===== src/rtl/cc_zero_countdown_ctrl.sv =====
// cc_zero_countdown_ctrl
// Down-counter sequencer for game timing. It loads a start value and decrements
// on each qualified tick. When the count reaches zero it raises a one-cycle done
// pulse. zero_OutLow is an active-low zero flag taken directly from the count.
// Optional feature macro: CC_ZEROCTRL_AUTORELOAD_EN. When it is defined, a
// terminal count re-enters LOAD instead of DONE, so the sequence repeats until
// abort or reset.
module cc_zero_countdown_ctrl #(
    parameter int ZEROCTRL_DATAWIDTH = 3
) (
    input  logic                          CC_ZEROCTRL_CLOCK_50,
    input  logic                          CC_ZEROCTRL_RESET_InHigh,
    input  logic                          CC_ZEROCTRL_start_In,
    input  logic                          CC_ZEROCTRL_abort_In,
    input  logic                          CC_ZEROCTRL_pause_In,
    input  logic                          CC_ZEROCTRL_tick_In,
    input  logic [ZEROCTRL_DATAWIDTH-1:0] CC_ZEROCTRL_load_InBUS,
    output logic [ZEROCTRL_DATAWIDTH-1:0] CC_ZEROCTRL_count_OutBUS,
    output logic                          CC_ZEROCTRL_busy_Out,
    output logic                          CC_ZEROCTRL_done_OutPulse,
    output logic                          CC_ZEROCTRL_zero_OutLow
);

    localparam logic [ZEROCTRL_DATAWIDTH-1:0] COUNT_ZERO = {ZEROCTRL_DATAWIDTH{1'b0}};
    localparam logic [ZEROCTRL_DATAWIDTH-1:0] COUNT_ONE  = ZEROCTRL_DATAWIDTH'(1'b1);

    typedef enum logic [1:0] {
        ST_IDLE  = 2'd0,
        ST_LOAD  = 2'd1,
        ST_COUNT = 2'd2,
        ST_DONE  = 2'd3
    } state_t;

    state_t                        state_r;
    state_t                        state_next_s;
    logic [ZEROCTRL_DATAWIDTH-1:0] count_r;
    logic [ZEROCTRL_DATAWIDTH-1:0] count_next_s;
    logic                          busy_r;
    logic                          busy_next_s;
    logic                          done_r;
    logic                          done_next_s;
    logic                          zero_low_s;

    // Active-low zero comparator on the count register. It is 0 exactly when the count is zero.
    assign zero_low_s = (count_r != COUNT_ZERO);

    // Next-state, next-count and next-output decode. Abort has the highest priority in every state.
    always_comb begin
        state_next_s = state_r;
        count_next_s = count_r;
        done_next_s  = 1'b0;
        case (state_r)
            ST_IDLE: begin
                if (CC_ZEROCTRL_abort_In) begin
                    state_next_s = ST_IDLE;
                end else if (CC_ZEROCTRL_start_In) begin
                    state_next_s = ST_LOAD;
                end else begin
                    state_next_s = ST_IDLE;
                end
            end
            ST_LOAD: begin
                if (CC_ZEROCTRL_abort_In) begin
                    state_next_s = ST_IDLE;
                end else begin
                    count_next_s = CC_ZEROCTRL_load_InBUS;
                    state_next_s = ST_COUNT;
                end
            end
            ST_COUNT: begin
                if (CC_ZEROCTRL_abort_In) begin
                    state_next_s = ST_IDLE;
                end else if (!zero_low_s) begin
                    // Terminal count: a tick in this cycle is ignored, so the count cannot wrap.
                    done_next_s  = 1'b1;
`ifdef CC_ZEROCTRL_AUTORELOAD_EN
                    state_next_s = ST_LOAD;
`else
                    state_next_s = ST_DONE;
`endif
                end else if (CC_ZEROCTRL_tick_In && !CC_ZEROCTRL_pause_In) begin
                    count_next_s = count_r - COUNT_ONE;
                end else begin
                    count_next_s = count_r;
                end
            end
            ST_DONE: begin
                if (CC_ZEROCTRL_abort_In) begin
                    state_next_s = ST_IDLE;
                end else if (CC_ZEROCTRL_start_In) begin
                    state_next_s = ST_LOAD;
                end else begin
                    state_next_s = ST_DONE;
                end
            end
            default: begin
                state_next_s = ST_IDLE;
            end
        endcase
        busy_next_s = (state_next_s == ST_LOAD) || (state_next_s == ST_COUNT);
    end

    // State, count and registered outputs. Synchronous reset takes priority over all other inputs.
    always_ff @(posedge CC_ZEROCTRL_CLOCK_50) begin
        if (CC_ZEROCTRL_RESET_InHigh) begin
            state_r <= ST_IDLE;
            count_r <= COUNT_ZERO;
            busy_r  <= 1'b0;
            done_r  <= 1'b0;
        end else begin
            state_r <= state_next_s;
            count_r <= count_next_s;
            busy_r  <= busy_next_s;
            done_r  <= done_next_s;
        end
    end

    assign CC_ZEROCTRL_count_OutBUS  = count_r;
    assign CC_ZEROCTRL_busy_Out      = busy_r;
    assign CC_ZEROCTRL_done_OutPulse = done_r;
    assign CC_ZEROCTRL_zero_OutLow   = zero_low_s;

endmodule


===== config.mk =====
export PLATFORM = sky130hd
export DESIGN_NAME = cc_zero_countdown_ctrl
export DESIGN_NICKNAME = d
export VERILOG_FILES = /design/src/rtl/cc_zero_countdown_ctrl.sv
export SDC_FILE = /design/constraint.sdc
export NUM_CORES = 1
export LEC_CHECK = 0
export CORE_AREA = 2 2 39 41
export CTS_BUF_LIST = sky130_fd_sc_hd__clkbuf_8
export DETAILED_ROUTE_END_ITERATION = 16
export DIE_AREA = 0 0 41 43
export PLACE_DENSITY = 0.65
export SLEW_MARGIN = 25
export SYNTH_ARGS = -nofsm -noshare
export SYNTH_HDL_FRONTEND = slang
export SYNTH_SLANG_ARGS = --single-unit

===== constraint.sdc =====
create_clock -name CC_ZEROCTRL_CLOCK_50 -period 3.1 [get_ports CC_ZEROCTRL_CLOCK_50]
set_input_delay 0.775 -clock CC_ZEROCTRL_CLOCK_50 [delete_from_list [all_inputs] [get_ports CC_ZEROCTRL_CLOCK_50]]
set_output_delay 0.775 -clock CC_ZEROCTRL_CLOCK_50 [all_outputs]
set_load 0.03 [all_outputs]

## Word-level counts from Yosys, hierarchy flattened

Index checks and enable logic that the tools add are counted.
Widths: inputs -> output; s select.

| word-level totals | value |
|---|---|
| register bits after elaboration | 7 |
| word-level logic and storage cells | 37 |
| input bits | 9 |

| operators by class | value |
|---|---|
| muxes and demuxes | 14 |
| reduce and logical (&&, ||, !) cells | 8 |
| bitwise gates (word level) | 1 |
| add/sub/neg operators | 1 |
| equal/unequal tests | 9 |

Operators by type and width:

| kind | count |
|---|---|
| $mux 3 | 4 |
| $mux 2 | 5 |
| $ne 2x2->1 const B | 4 |
| $pmux 2 s4 | 1 |
| $eq 2x2->1 const B | 3 |
| $pmux 3 s2 | 1 |
| $reduce_and 5->1 | 1 |
| $eq 2x1->1 const B | 2 |
| $mux 1 | 3 |
| $reduce_bool 3->1 | 1 |
| $reduce_or 3->1 | 1 |
| $sub 3x1->3 const B | 1 |
| $logic_not 2->1 | 1 |
| $reduce_bool 2->1 | 1 |
| $logic_and 1x1->1 | 1 |
| $logic_not 1->1 | 1 |
| $logic_or 1x1->1 | 1 |
| $not 1->1 | 1 |

## Logic depth before layout (Yosys ltp)

| depth | value |
|---|---|
| word-level depth | 6 |
| mapped depth | 7 |
| depth with buffers taken out | 7 |

## Worst setup path before layout

No wires, ideal clock.

| timing | value |
|---|---|
| path type | reg-to-output |
| start | register count_r[0] (netlist: CC_ZEROCTRL_count_OutBUS[0]) |
| end | output port CC_ZEROCTRL_zero_OutLow |
| buffers on the path | 0 |
| data required time | 2,325 ps |
| stages on the path, launching flop included | 5 |
| data arrival time | 1,202 ps |
| slack | 1,123 ps |
| path through | dfxtp_1 -> inv_1 -> ha_1 -> nor2b_2 -> inv_1 |

| between the ends | value |
|---|---|
| word-level cells in the longest chain between the ends | 1 |

Ends and longest elaborated chain:

| element | RTL line | source |
|---|---|---|
| start: declaration | 36 | `logic [ZEROCTRL_DATAWIDTH-1:0] count_r;` |
| start signal: assignment | 112 | `count_r <= count_next_s;` |
| $reduce_bool 3->1 | 45 | `assign zero_low_s = (count_r != COUNT_ZERO);` |
| end: declaration | 21 | `output logic CC_ZEROCTRL_zero_OutLow` |

No other way between the ends.

## Final worst setup path

Same ends and word-level chain as after synthesis.

==> results.py <==
metrics = {
    "status": {
        "status": "complete, no violations",
    },
    "synthesis": {
        "ys_types": 24,
        "yosysTopAreaCell": "dfxtp_1",
        "yosysTopAreaCellShare_pct": 34.0,
        "synthCells": 48,
        "syn_area_um2": 412,
        "ys_top_cells_by_area": "dfxtp_1, ha_1, mux2i_1",
        "ys_warn_count": 0,
        "yosysSeqAreaShare_pct": 34.0,
        "synth_ff_type": "dfxtp_1",
        "synthArstFlopShare_pct": 0,
        "synth_edf_count": 0,
        "synth_seq_cells": 7,
        "syn_nets": 59,
        "synth_common_cells": "dfxtp_1, inv_1, nor2_1, o21ai_0",
        "syn_area_per_cell_um2": 8.58,
        "yosysMostFrequentCell": "dfxtp_1",
    },
    "setup_path": {
        "cp_max_fo": 4,
        "criticalPathCategory": "reg2out",
        "crit_required_ns": 2.32,
        "rr_startpoint": "CC_ZEROCTRL_count_OutBUS[0]",
        "startpoint_type": "flip-flop",
        "cp.arrival_ns": 1.74,
        "cp-end-kind": "output pin",
        "startpoint": "CC_ZEROCTRL_count_OutBUS[0]",
    },
    "timing": {
        "min_period_ns": 2.51,
        "worst_pin_slew_ns": 0.364,
        "post-route-period-util_pct": 81.1,
        "finalSetupTns_ns": 0,
        "finalClockSkew_ns": 0.00631,
        "hold_viol": 0,
        "drv_slew": 0,
        "setup_violations": 0,
        "relSlewSlack_pct": 75.7,
        "max_freq_mhz": 398,
        "rsz0062_at_grt": "no",
    },
    "floorplan": {
        "io_pins": 15,
        "core_mm2": 0.00138,
        "die_h_um": 43,
        "start_util_pct": 29.7,
        "die_area_mm2": 0.00176,
        "die_x_um": 41,
        "num_rows": 14,
    },
    "hold_path": {
        "hp-class": "reg2reg",
        "hold_start": "CC_ZEROCTRL_count_OutBUS[1]",
    },
    "place": {
        "gp_congestion": 0.774,
        "postPlaceCellArea_um2": 561,
        "dp_cells": 77,
        "dpl.hpwl_um": 699,
        "port_buffers": 14,
    },
    "global_route": {
        "grt_pass1_wl_um": 1490,
        "track_usage_pct": 12.6,
        "grt_max_degree": 10,
        "grt_overflow_total": 0,
        "grt_pass1_vias": 365,
        "antenna_found_initial": 0,
    },
    "route": {
        "drt.antenna.violating_nets": 0,
        "drtIter0Drc": 3,
        "drt_first_pass_iters": 2,
        "avgRoutedWirePerCell_um": 11.1,
        "drc": 0,
        "routed_via_density": 4.78,
        "wl_um": 897,
        "dr_total_vias": 387,
    },
    "final_layout": {
        "multi_input_area_um2": 245,
        "drive_gt1_share_pct": 12.3,
        "area_growth_pct": 47.1,
        "num_antenna_cells": 0,
        "fin_nets": 77,
        "finalNonFillerCells": 81,
        "fillCellCount": 143,
        "regArea_um2": 140,
        "design_area_um2": 606,
    },
    "power_and_ir_drop": {
        "power_density_mw_per_mm2": 450,
        "power.leakage_nw": 0.234,
        "vdd_drop_max_mv": 0.288,
    },
    "flow_run": {
        "drv_cap": 0,
    },
    "clock_tree": {
        "root_buffer": "clkbuf_8",
        "post_cts_buffers": 0,
        "cts.sinks": 7,
        "cts_buffer_depth": 2,
        "cts_made_buffers": 3,
        "path_clk_slew_ns": 0.04,
        "insertion_delay_ns": 0.23,
        "cts_tree": "done",
        "cts.htree.levels": 1,
        "cts-resized-gates": 0,
        "postCtsHoldBufs": 0,
    },
}
==> sequential cells by signal, summed over array words and instances, names as in the netlist <==
name and count:
CC_ZEROCTRL_count_OutBUS 3, state_r 2, CC_ZEROCTRL_done_OutPulse 1, CC_ZEROCTRL_busy_Out 1
==> final timing paths <==
path,to,slack [ns],cells after the start
min,CC_ZEROCTRL_count_OutBUS[1],0.58,2
min reg2reg,CC_ZEROCTRL_count_OutBUS[1],0.58,2
max,CC_ZEROCTRL_zero_OutLow,0.59,5
max reg2reg,CC_ZEROCTRL_count_OutBUS[2],1.67,7
==> cell families (layout without fill, tap and decap cells) <==
kind of cell,after synthesis,count (layout),synth area share [%]
XOR/XNOR,1,1,2.13
flip-flops,7,7,34.0
AND/OR/NAND/NOR,18,18,25.5
AO/OA/AOI/OAI,13,13,21.0
buffers and inverters,5,22,6.38
multiplexers,2,2,4.86
adder cells (fa/ha/maj),2,2,6.08
==> worst max-delay path, stage by stage, from the launching register on <==
cell and delay, ns:
dfxtp_1 0.32, inv_1 0.08, ha_1 0.19, nor2b_2 0.16
inv_1 0.09, clkdlybuf4s50_1 0.67
==> power by group <==
group	switching [mW]	total (mW)	internal [mW]
logic	0.0246	0.0496	0.0251
clock network	0.0395	0.125	0.0856
registers	0.00396	0.0978	0.0938
==> per-stage QoR <==
step	utilization [%]	power [mW]	hold WS, ns	setup WS, ns
after floorplan	-	0.127	0.521	1.12
after global placement	40.5	0.148	0.564	0.843
after detailed placement	40.5	0.149	0.587	0.843
after CTS	43.8	0.275	0.590	0.587
after global routing	43.8	0.286	0.615	0.472
final	43.8	0.273	0.584	0.585
==> placed cells by master (no fill, tap or decap), types with 3 or more instances in the layout <==
cell / n
nor2_1: 4
inv_1: 5
clkdlybuf4s50_1: 14
nor3_1: 3
clkbuf_8: 3
a21oi_1: 3
o21ai_0: 4
dfxtp_1: 7
==> final cells by class <==
cell class	instances	area share, %
well taps	16	3.31
clock buffers	3	6.82
clock inverters	1	0.620
inverters	4	2.48
multi-input cells	36	40.5
repair buffers	14	23.1
flip-flops and latches	7	23.1
==> metal layers <==
| layer | share of wire [%] | wire, µm | GRT usage (%) | vias to the layer above |
|---|---|---|---|---|
| met5 | 0 | 0 | 0 | - |
| met4 | 1.9 | 17 | 6.00 | 0 |
| met3 | 5.9 | 53 | 4.71 | 2 |
| met2 | 43 | 390 | 17.5 | 11 |
| met1 | 48 | 434 | 16.6 | 172 |
| li1 | - | - | - | 202 |
Power figures use the tool's default switching activity.
